<file path="src/rtl/os_drain_collector_pkg.sv">
// Shared types and defaults for the systolic array drain collector.
package os_drain_collector_pkg;

   localparam int ROWS_D  = 4;
   localparam int COLS_D  = 4;
   localparam int P_W_D   = 32;
   localparam int DEPTH_D = 4;

   typedef enum logic [1:0] {
      S_IDLE    = 2'd0,
      S_COLLECT = 2'd1,
      S_DONE    = 2'd2
   } state_t;

   function automatic int res_w(int p_w, int cols);
      return p_w + $clog2(cols);
   endfunction

endpackage

</file>
<file path="src/rtl/os_drain_collector_if.sv">
// Merged result stream leaving the drain collector.
interface os_drain_collector_if
   import os_drain_collector_pkg::*;
#(
   parameter int ROWS = ROWS_D,
   parameter int COLS = COLS_D,
   parameter int P_W  = P_W_D
);
   localparam int RW = $clog2(ROWS);
   localparam int CW = $clog2(COLS);

   logic          out_valid;
   logic          out_ready;
   logic [P_W-1:0] out_data;
   logic [RW-1:0] out_row;
   logic [CW-1:0] out_col;

   modport master (
      output out_valid, out_data,
      output out_row, out_col,
      input  out_ready
   );

   modport slave (
      input  out_valid, out_data,
      input  out_row, out_col,
      output out_ready
   );

endinterface

</file>
<file path="src/rtl/os_drain_fifo.sv">
// Per-row sync FIFO; a push into a full FIFO is taken when the
// same row pops in that cycle.
module os_drain_fifo
   import os_drain_collector_pkg::*;
#(
   parameter int W     = res_w(P_W_D, COLS_D),
   parameter int DEPTH = DEPTH_D
) (
   input  logic         clk,
   input  logic         rst_n,
   input  logic         push,
   input  logic         pop,
   input  logic [W-1:0] wdata,
   output logic [W-1:0] rdata,
   output logic         full,
   output logic         empty
);
   localparam int AW = $clog2(DEPTH);

   logic [W-1:0] mem [DEPTH];
   logic [AW-1:0] wp, rp;
   logic [AW:0]   cnt;
   logic          wr, rd;

   assign full  = (cnt == (AW+1)'(DEPTH));
   assign empty = (cnt == '0);
   assign rd    = pop && !empty;
   assign wr    = push && (!full || rd);
   assign rdata = mem[rp];

   always_ff @(posedge clk or negedge rst_n) begin
      if (!rst_n) begin
         wp  <= '0;
         rp  <= '0;
         cnt <= '0;
      end else begin
         if (wr) wp <= wp + AW'(1);
         if (rd) rp <= rp + AW'(1);
         cnt <= cnt + (AW+1)'(wr) - (AW+1)'(rd);
      end
   end

   always_ff @(posedge clk) begin
      if (wr) mem[wp] <= wdata;
   end

endmodule

</file>
<file path="src/rtl/os_drain_collector.sv">
// Collects per-row drain streams of an output-stationary array
// and merges them round-robin into one tagged result stream.
module os_drain_collector
   import os_drain_collector_pkg::*;
#(
   parameter int ROWS  = ROWS_D,
   parameter int COLS  = COLS_D,
   parameter int P_W   = P_W_D,
   parameter int DEPTH = DEPTH_D
) (
   input  logic              clk,
   input  logic              rst_n,
   input  logic              tile_start,
   input  logic [ROWS-1:0]   drain_valid,
   input  logic [ROWS*P_W-1:0] drain_data,
   os_drain_collector_if.master out,
   output logic              busy,
   output logic              tile_done,
   output logic              err_ovf
);
   localparam int RW    = $clog2(ROWS);
   localparam int CW    = $clog2(COLS);
   localparam int NW    = $clog2(COLS+1);
   localparam int EW    = $clog2(ROWS*COLS+1);
   localparam int W     = res_w(P_W, COLS);
   localparam int TOTAL = ROWS*COLS;

   state_t        state;
   logic [NW-1:0] arr [ROWS];
   logic [EW-1:0] emit;
   logic [RW-1:0] rr, lrow, gnt;
   logic          lock, gv, hs, collect;

   logic [ROWS-1:0] full, empty;
   logic [ROWS-1:0] push, pop, drop;
   logic [W-1:0]    wdata [ROWS];
   logic [W-1:0]    rdata [ROWS];

   // Lowest offset from rr wins; a stalled grant stays locked.
   always_comb begin
      int j;
      j   = 0;
      gnt = '0;
      gv  = 1'b0;
      if (lock) begin
         gnt = lrow;
         gv  = 1'b1;
      end else begin
         for (int i = ROWS-1; i >= 0; i--) begin
            j = int'(rr) + i;
            if (j >= ROWS) j = j - ROWS;
            if (!empty[j]) begin
               gnt = RW'(j);
               gv  = 1'b1;
            end
         end
      end
   end

   assign collect       = (state == S_COLLECT);
   assign hs            = gv && out.out_ready;
   assign out.out_valid = gv;
   assign out.out_row   = gv ? gnt : '0;
   assign out.out_data  = gv ? rdata[gnt][P_W-1:0] : '0;
   assign out.out_col   = gv ? rdata[gnt][W-1:P_W] : '0;

   for (genvar r = 0; r < ROWS; r++) begin : g_row
      assign pop[r]  = hs && (gnt == RW'(r));
      assign push[r] = drain_valid[r] && collect &&
                       (arr[r] != NW'(COLS)) &&
                       (!full[r] || pop[r]);
      assign drop[r] = drain_valid[r] && !push[r];
      assign wdata[r] = {
         CW'(NW'(COLS-1) - arr[r]),
         drain_data[r*P_W +: P_W]
      };

      os_drain_fifo #(
         .W     (W),
         .DEPTH (DEPTH)
      ) u_fifo (
         .clk   (clk),
         .rst_n (rst_n),
         .push  (push[r]),
         .pop   (pop[r]),
         .wdata (wdata[r]),
         .rdata (rdata[r]),
         .full  (full[r]),
         .empty (empty[r])
      );
   end

   always_ff @(posedge clk or negedge rst_n) begin
      if (!rst_n) begin
         state     <= S_IDLE;
         emit      <= '0;
         rr        <= '0;
         lock      <= 1'b0;
         lrow      <= '0;
         busy      <= 1'b0;
         tile_done <= 1'b0;
         err_ovf   <= 1'b0;
         for (int r = 0; r < ROWS; r++) arr[r] <= '0;
      end else begin
         tile_done <= 1'b0;
         lock      <= gv && !out.out_ready;
         lrow      <= gnt;
         if (|drop) err_ovf <= 1'b1;
         if (hs) begin
            rr <= (gnt == RW'(ROWS-1)) ? '0 : gnt + RW'(1);
         end
         for (int r = 0; r < ROWS; r++) begin
            if (push[r]) arr[r] <= arr[r] + NW'(1);
         end
         unique case (state)
            S_IDLE: begin
               if (tile_start) begin
                  state <= S_COLLECT;
                  busy  <= 1'b1;
                  emit  <= '0;
                  for (int r = 0; r < ROWS; r++) arr[r] <= '0;
               end
            end
            S_COLLECT: begin
               if (hs) begin
                  emit <= emit + EW'(1);
                  if (emit == EW'(TOTAL-1)) begin
                     state     <= S_DONE;
                     busy      <= 1'b0;
                     tile_done <= 1'b1;
                  end
               end
            end
            S_DONE:  state <= S_IDLE;
            default: state <= S_IDLE;
         endcase
      end
   end

endmodule

</file>
<file path="src/flat_wrapper.sv">
// flat-port wrapper written by rule: the top's interface ports become plain ports
module os_drain_collector_flat import os_drain_collector_pkg::*;
#(
   parameter int ROWS  = ROWS_D,
   parameter int COLS  = COLS_D,
   parameter int P_W   = P_W_D,
   parameter int DEPTH = DEPTH_D
)
  (clk, rst_n, tile_start, drain_valid, drain_data, busy, tile_done, err_ovf, out_out_valid, out_out_data, out_out_row, out_out_col, out_out_ready);
  os_drain_collector_if #(.ROWS(ROWS), .COLS(COLS), .P_W(P_W)) out_i ();
  input  logic clk;
  input  logic rst_n;
  input  logic tile_start;
  input  logic [ROWS-1:0] drain_valid;
  input  logic [ROWS*P_W-1:0] drain_data;
  output logic busy;
  output logic tile_done;
  output logic err_ovf;
  output wire logic [$bits(out_i.out_valid)-1:0] out_out_valid;
  output wire logic [$bits(out_i.out_data)-1:0] out_out_data;
  output wire logic [$bits(out_i.out_row)-1:0] out_out_row;
  output wire logic [$bits(out_i.out_col)-1:0] out_out_col;
  input wire logic [$bits(out_i.out_ready)-1:0] out_out_ready;
  assign out_out_valid = out_i.out_valid;
  assign out_out_data = out_i.out_data;
  assign out_out_row = out_i.out_row;
  assign out_out_col = out_i.out_col;
  assign out_i.out_ready = out_out_ready;
  os_drain_collector #(.ROWS(ROWS), .COLS(COLS), .P_W(P_W), .DEPTH(DEPTH)) u_core (.clk(clk), .rst_n(rst_n), .tile_start(tile_start), .drain_valid(drain_valid), .drain_data(drain_data), .out(out_i), .busy(busy), .tile_done(tile_done), .err_ovf(err_ovf));
endmodule
</file>
<file path="config.mk">
export PLATFORM = sky130hd
export DESIGN_NAME = os_drain_collector_flat
export DESIGN_NICKNAME = d
export VERILOG_FILES = /design/src/rtl/os_drain_collector_pkg.sv /design/src/rtl/os_drain_collector_if.sv /design/src/rtl/os_drain_fifo.sv /design/src/rtl/os_drain_collector.sv /design/src/flat_wrapper.sv
export SDC_FILE = /design/constraint.sdc
export NUM_CORES = 1
export LEC_CHECK = 0
export ABC_AREA = 1
export CAP_MARGIN = 20
export CORE_MARGIN = 8
export CORE_UTILIZATION = 61
export CTS_BUF_LIST = sky130_fd_sc_hd__clkbuf_4 sky130_fd_sc_hd__clkbuf_8
export CTS_CLUSTER_DIAMETER = 150
export DETAILED_ROUTE_END_ITERATION = 8
export HOLD_SLACK_MARGIN = 0.08
export MAX_ROUTING_LAYER = met4
export PLACE_DENSITY = 0.82
export RECOVER_POWER = 25
export REMOVE_ABC_BUFFERS = 1
export SYNTH_ARGS = -nofsm -noshare
export SYNTH_HDL_FRONTEND = slang
export SYNTH_HIERARCHICAL = 1
export SYNTH_SLANG_ARGS = --single-unit
</file>
<file path="constraint.sdc">
create_clock -name clk -period 5 [get_ports clk]
set_input_delay 1 -clock clk [delete_from_list [all_inputs] [get_ports clk]]
set_output_delay 1 -clock clk [all_outputs]
set_load 0.01 [all_outputs]
</file>
## Word-level counts from Yosys, hierarchy flattened

Memory sizes are Yosys's and may differ from the RTL's.
Cells that the tools add are included.

- Add/sub/neg operators: 33
- $mul: 0
- Divide/modulo/power cells: 0
- $lt $le $gt $ge: 9
- Equality and inequality tests: 16
- Shift-type cells: 0
- Multiplexer cells: 65
- Bitwise logic cells: 1
- Reduce and logical (&&, ||, !) cells: 62

Operators with widths:

| operator | count |
|---|---|
| 32-bit two-way mux | 9 |
| 32-bit by 4-bit less-than comparator with 1-bit output, second input constant | 4 |
| 32-bit by 4-bit >= comparator with 1-bit output, second input constant | 3 |
| 32-bit by 4-bit subtractor with 32-bit output, second input constant | 3 |
| 34-bit binary-select mux with 2-bit select | 1 |
| 34-bit two-way mux | 2 |
| 1-bit logical AND | 30 |
| 1-bit two-way mux | 27 |
| 12-bit two-way mux | 2 |
| 2-bit two-way mux | 11 |
| 2-bit by 1-bit adder with 2-bit output, second input constant | 9 |
| 1-bit zero test | 13 |
| 3-bit by 1-bit adder with 3-bit output | 4 |
| 3-bit by 1-bit adder with 3-bit output, second input constant | 4 |
| 3-bit == test, second input constant | 4 |
| 3-bit zero test | 4 |
| 3-bit two-way mux | 4 |
| 3-bit inequality test, second input constant | 4 |
| 3-bit by 1-bit subtractor with 3-bit output | 4 |
| 5-bit two-way mux | 2 |
| 5-bit one-hot mux with 2 select lines | 1 |
| 1-bit binary-select mux with 2-bit select | 4 |
| 1-bit logical OR | 8 |
| 2-bit subtractor, first input constant | 4 |
| other kinds (19) | 25 |

- Bits in registers: 55
- Latch bits: 0
- Memory bits (writable): 544
- ROM bits: 0
- Input bits: 136
- Memories kept: 4

Memory list:

| name | depth | bits a word | rd ports | clocked after memory_dff | wr ports | RTL line | RTL |
|---|---|---|---|---|---|---|---|
| u_core.g_row[0].u_fifo.mem | 4 | 34 | 1 | 0 | 1 | os_drain_fifo.sv:20 | `logic [W-1:0] mem [DEPTH];` |
| u_core.g_row[1].u_fifo.mem | 4 | 34 | 1 | 0 | 1 | os_drain_fifo.sv:20 |  |
| u_core.g_row[2].u_fifo.mem | 4 | 34 | 1 | 0 | 1 | os_drain_fifo.sv:20 |  |
| u_core.g_row[3].u_fifo.mem | 4 | 34 | 1 | 0 | 1 | os_drain_fifo.sv:20 |  |

## Depth between registers and ports, before layout

- Depth in word-level cells: 19
- Depth in mapped cells: 26
- Depth with buffers taken out: 23

## Modules after synthesis

The synthesis kept the hierarchy.

By module, submodules not included:

| module | instances | cells an instance | area an instance (sq um) |
|---|---|---|---|
| os_drain_fifo (u_core.g_row[0].u_fifo ...) | 3 | 417 | 5560.3 |
| os_drain_fifo (u_core.g_row[1].u_fifo) | 1 | 417 | 5574.1 |
| os_drain_collector | 1 | 486 | 3020.4 |

## Worst setup path after synthesis

OpenSTA, ideal clock, no wires.

- Path kind: register to register
- From: register u_core.g_row[2].u_fifo.cnt[1]
- To: memory u_core/g_row[3].u_fifo/mem[0][0] (netlist name) (enable)
- Arrival time: 3883 ps
- Slack: 692 ps
- Stages on the path, launching flop included: 24
- Path buffers: 3
- Clock period less this slack: 4308 ps
- Path through: dfrtp_1 > nor2_1 > nand2_1 > inv_1 > nand2_1 > nand2_2 > nand2_1 > nand2_2 > nand2_2 > nand2_1 > nand2_1 > nand3_1 > nand2_2 > buf_6 > buf_12 > buf_6 > inv_1 > ha_1 > inv_1 > o21ai_0 > nand2_1 > inv_1 > nand2_1 > nor2_1

- Longest elaborated chain between the ends: 16
- Elaborated cells on any way between the ends: 33
- Classes of those cells: 1 x eq/ne; 24 x mux; 8 x reduce/logical

RTL lines:

| item | RTL line | RTL |
|---|---|---|
| from (decl) | os_drain_fifo.sv:22 | `logic [AW:0] cnt;` |
| from (signal assigned) | os_drain_fifo.sv:39 | `cnt <= cnt + (AW+1)'(wr) - (AW+1)'(rd);` |
| 3-bit zero test * | os_drain_fifo.sv:26 | `assign empty = (cnt == '0);` |
| net u_core.empty[2] | os_drain_collector.sv:34 | `logic [ROWS-1:0] full, empty;` |
| 1-bit binary-select mux with 2-bit select | os_drain_collector.sv:52 | `if (!empty[j]) begin` |
| 1-bit two-way mux (not written as such) (2 in a row) | os_drain_collector.sv:52 |  |
| 2-bit two-way mux or 1-bit two-way mux (tied branches) (4 in a row) | os_drain_collector.sv:52 |  |
| 2-bit two-way mux or 1-bit two-way mux (tied branches) | os_drain_collector.sv:45 | `if (lock) begin` |
| 2-bit == test or 1-bit logical AND (tied branches) | os_drain_collector.sv:68, os_drain_collector.sv:61 |  |
| 1-bit logical AND * | os_drain_collector.sv:68 | `assign pop[r] = hs && (gnt == RW'(r));` |
| 1-bit logical OR * | os_drain_collector.sv:71 | `(!full[r] \|\| pop[r]);` |
| 1-bit logical AND * | os_drain_collector.sv:70 | `(arr[r] != NW'(COLS)) &&` |
| net u_core.push[3] | os_drain_collector.sv:35 | `logic [ROWS-1:0] push, pop, drop;` |
| 1-bit logical AND * | os_drain_fifo.sv:28 | `assign wr = push && (!full \|\| rd);` |
| 1-bit two-way mux * | os_drain_fifo.sv:44 | `if (wr) mem[wp] <= wdata;` |
| 1-bit two-way mux (not written as such) * | os_drain_fifo.sv:44 |  |
| to (decl) | os_drain_fifo.sv:20 |  |

The timed path passes the listed nets; every way through them passes the cells marked *. The select of a mux whose other input is x is not followed.

## Worst setup path after layout

- From: register u_core.g_row[2].u_fifo.cnt[1]
- To: output port out_out_data[12]

- Longest elaborated chain between the ends: 14
- Elaborated cells on any way between the ends: 28
- Classes of those cells: 26 x mux; 1 x bitwise; 1 x reduce/logical

RTL lines:

| item | RTL line | RTL |
|---|---|---|
| 3-bit zero test * | os_drain_fifo.sv:26 |  |
| net u_core.empty[2] | os_drain_collector.sv:34 |  |
| 1-bit binary-select mux with 2-bit select | os_drain_collector.sv:52 |  |
| 1-bit two-way mux (not written as such) (2 in a row) | os_drain_collector.sv:52 |  |
| 2-bit two-way mux (4 in a row) | os_drain_collector.sv:52 |  |
| 2-bit two-way mux | os_drain_collector.sv:45 |  |
| 2-bit NOT with 3-bit output (not written as such) | os_drain_collector.sv:64 | `assign out.out_data = gv ? rdata[gnt][P_W-1:0] : '0;` |
| 34-bit binary-select mux with 2-bit select | os_drain_collector.sv:64 |  |
| 34-bit two-way mux (not written as such) (2 in a row) | os_drain_collector.sv:64 |  |
| 32-bit two-way mux * | os_drain_collector.sv:64 |  |
| to (decl) | flat_wrapper.sv:20 | `output wire logic [$bits(out_i.out_data)-1:0] out_out_data;` |

Marked as above.

==> results_dict.tcl <==
set metrics [dict create \
    setup_viol 0 \
    syn_to_final_growth_pct 15.6 \
    clk_pin_slew_ns 0.06 \
    fin_area_sq_um 29200 \
    relSlewSlack_pct -109 \
    max_freq_ghz 0.212 \
    grt_pass1_wl_mm 91.5 \
    most-common-layout-cells "edfxtp_1, nor2_1, o21ai_1, o21ai_0, nand2_1" \
    final_cells 2947 \
    end_kind "primary output" \
    place.gp.congestion 0.856 \
    io_pins 176 \
    yosys.area_share.simple_pct 10.7 \
    cts_max_level 3 \
    slowest_stage "clkdlybuf4s50_1" \
    drtIter0Drc 1793 \
    arrival_ns 3.73 \
    ys_seq_area_share_pct 70.1 \
    post-route-period-util_pct 94.6 \
    p_total_mw 18.5 \
    critPathTopFamily "simple AND/OR/NAND/NOR gates" \
    cts_tree "done" \
    avgSynthCellArea_sq_um 11.7 \
    avgViaCountPerCell 5.77 \
    layout_commonest_cell "edfxtp_1" \
    clk_latency_ns 0.64 \
    min_path_type "reg2reg" \
    r2r-start "u_core/g_row[2].u_fifo/cnt[1]" \
    vias 17008 \
    rsz0062_at_grt "no" \
    post-route-worst-setup-slack_ns 0.272 \
    dpl-instance-area_sq_um 27300 \
    post-place-cells 2778 \
    r2r-end "u_core/g_row[3].u_fifo/mem[1][17]" \
    slew_violations 56 \
    place_ws_ns 0.902 \
    fin_skew_ns 0.0203 \
    coreArea_sq_um 40800 \
    layout-drive-gt1-share_pct 10.9 \
    p_leak_nw 10.6 \
    io_buffers 175 \
    post-route-util_pct 71.6 \
    overflow 0 \
    max_stage_delay_ns 0.60 \
    drtPass1Iterations 5 \
    ir_worst_vdd_mv 0.474 \
    synth.distinct_cells 38 \
    cp_max_fo 13 \
    n_fill_cell 2708 \
    initial_core_util_pct 61.9 \
    dieArea_sq_um 48200 \
    post-route-drc-count 0 \
    crit_chain "nor2_1 -> nand2_1 -> inv_1 -> nand2_1 -> nand2_2 -> nand2_1 -> nand2_2 -> nand2_2 -> nand2_1 -> nand2_1 -> nand3_1 -> nand2_4 -> clkinv_2 -> buf_4 -> nor2_1 -> nor2_1 -> o21ai_2 -> a21oi_2 -> clkdlybuf4s50_1" \
    max_slew.worst_pin.slew_ns 3.13 \
    cts_sinks 599 \
    hpwl_mm 38.3 \
    status "finished with violations" \
    critPathRequiredTime_ns 4.00 \
    synth_area_sq_um 25300 \
    reg2reg_slack_ns 0.88 \
    synth-compound-area-share_pct 12.0 \
    core.rowCount 74 \
    gr-usage-all-layers_pct 25.5 \
    path_common_cell "nand2_1" \
    crit_buf_inv 4 \
    cp.depth 19 \
    muxShareOfSynthArea_pct 0 \
    start_kind "flop" \
    regArea_sq_um 17700 \
    die_x_um 220 \
    clk_path_buf_depth 3 \
    multi_input_area_sq_um 6400 \
    synth_top_family_by_area "compound AO/OA/AOI/OAI gates" \
    die_y_um 220 \
    endpoint "out_out_data[12]" \
    wire_per_inst_um 20.5 \
    setup_tns_ns 0 \
    min_period_ns 4.73 \
    hold_viol_final 0 \
    grt_pass1_vias 16605 \
    rr_worst_depth 22 \
    synth-edff-count 544 \
    synth_seq_cells 599 \
    wirelength_mm 60.3 \
    maxCapViolations 1 \
    synth_adder_area_share_pct 1.85 \
    power_density_nw_per_um2 632 \
    ant_nets 0 \
    whs_ns 0.504 \
    violations "capacitance limit, slew limit" \
    cts_root_buf "clkbuf_8" \
    antenna_found_initial 5 \
    ys_warn_count 6 \
    cts_made_buffers 93 \
    async_flop_share_pct 9.18 \
    grt_max_degree 110 \
    synth_ff_type "edfxtp_1" \
    criticalPathCategory "reg2out" \
    nNetsFinal 2514 \
    startpoint "u_core/g_row[2].u_fifo/cnt[1]" \
    synth_cells 2154 \
    yosys.area_share.xor_xnor_pct 0.381 \
]
-- per-layer routing --
layer / global-route usage, % / vias to the layer above / wire length (um)
met1: 31.8 / 8186 / 23300
met4: 10.3 / 0 / 2200
met3: 4.63 / 142 / 4990
li1: - / 7913 / -
met2: 41.2 / 767 / 29800
met5: - / - / 0
-- cell families (layout without fill, tap and decap cells) --
| group | count (synthesis) | in the layout |
|---|---|---|
| AO/OA/AOI/OAI | 583 | 583 |
| XOR/XNOR | 11 | 11 |
| adder cells (fa/ha/maj) | 35 | 35 |
| buffers and inverters | 238 | 495 |
| flip-flops | 599 | 599 |
| other | 0 | 4 |
| AND/OR/NAND/NOR | 688 | 688 |
-- worst min path at each step --
| stage | start | endpoint | slack [ns] | cells after the start |
|---|---|---|---|---|
| after floorplan | u_core/emit[4] | u_core/emit[4] | 0.45 | 2 |
| after global placement | u_core/emit[4] | u_core/emit[4] | 0.47 | 2 |
| after detailed placement | u_core/emit[4] | u_core/emit[4] | 0.48 | 2 |
| after CTS | u_core/emit[4] | u_core/emit[4] | 0.50 | 2 |
| after global routing | u_core/emit[4] | u_core/emit[4] | 0.52 | 2 |
| final | u_core/arr[0] | u_core/arr[0] | 0.50 | 1 |
-- power breakdown --
part,switching (mW),internal (mW)
sequential,0.470,6.70
clock,1.76,2.24
combinational,4.84,2.45
total,7.07,11.4
-- synthesized netlist by cell type, types with 3 or more instances --
| master | instances | area (sq um) |
|---|---|---|
| a21oi_1 | 71 | 355 |
| a21oi_2 | 10 | 87.6 |
| buf_2 | 40 | 200 |
| buf_4 | 15 | 113 |
| buf_6 | 29 | 327 |
| clkbuf_1 | 20 | 75.1 |
| clkbuf_2 | 8 | 40.0 |
| dfrtp_1 | 55 | 1380 |
| edfxtp_1 | 544 | 16300 |
| fa_1 | 4 | 80.1 |
| ha_1 | 31 | 388 |
| inv_1 | 108 | 405 |
| inv_2 | 10 | 37.5 |
| inv_4 | 4 | 25.0 |
| nand2_1 | 109 | 409 |
| nand2_2 | 14 | 87.6 |
| nand3_1 | 30 | 150 |
| nand3_2 | 4 | 40.0 |
| nand3b_1 | 4 | 30.0 |
| nor2_1 | 523 | 1960 |
| o21ai_0 | 185 | 926 |
| o21ai_1 | 299 | 1500 |
| o21ai_2 | 13 | 114 |
| xnor2_1 | 8 | 70.1 |
| xor2_1 | 3 | 26.3 |
-- timing repair --
action                     in CTS  in global routing
resized for setup               0                  5
setup buffers                   0                  0
setup endpoints to repair       0                 22
hold buffers                    0                  0
-- layout make-up --
class	instances	share of cell area, %
repair buffers	208	7.26
well taps	532	2.28
flip-flops and latches	599	60.6
clock buffers	143	5.77
clock inverters	20	0.488
diodes	4	0.0342
inverters	124	1.65
multi-input cells	1317	21.9
-- worst register-to-register path, stage by stage, from the launching register on --
cell and delay, ns:
dfrtp_1 0.39, nor2_1 0.21, nand2_1 0.15, inv_1 0.12, nand2_1 0.07, nand2_2 0.11, nand2_1 0.07, nand2_2 0.09
nand2_2 0.05, nand2_1 0.05, nand2_1 0.04, nand3_1 0.12, nand2_4 0.10, clkbuf_16 0.27, inv_1 0.12, ha_1 0.14
inv_1 0.05, o21ai_0 0.17, nand2_1 0.12, inv_1 0.28, nand2_1 0.35, nor2_4 0.17, buf_4 0.50
-- state kept, by name, summed over array words and instances (netlist names) --
| signal | cells |
|---|---|
| u_core/g_row.u_fifo/wp | 8 |
| u_core/rr | 2 |
| u_core/lock | 1 |
| u_core/state | 2 |
| u_core/g_row.u_fifo/cnt | 12 |
| u_core/lrow | 2 |
| u_core/g_row.u_fifo/rp | 8 |
| u_core/tile_done | 1 |
| u_core/busy | 1 |
| u_core/arr | 12 |
| u_core/err_ovf | 1 |
| u_core/g_row.u_fifo/mem | 544 |
| u_core/emit | 5 |
No activity file was read; power rests on OpenSTA's default activity.
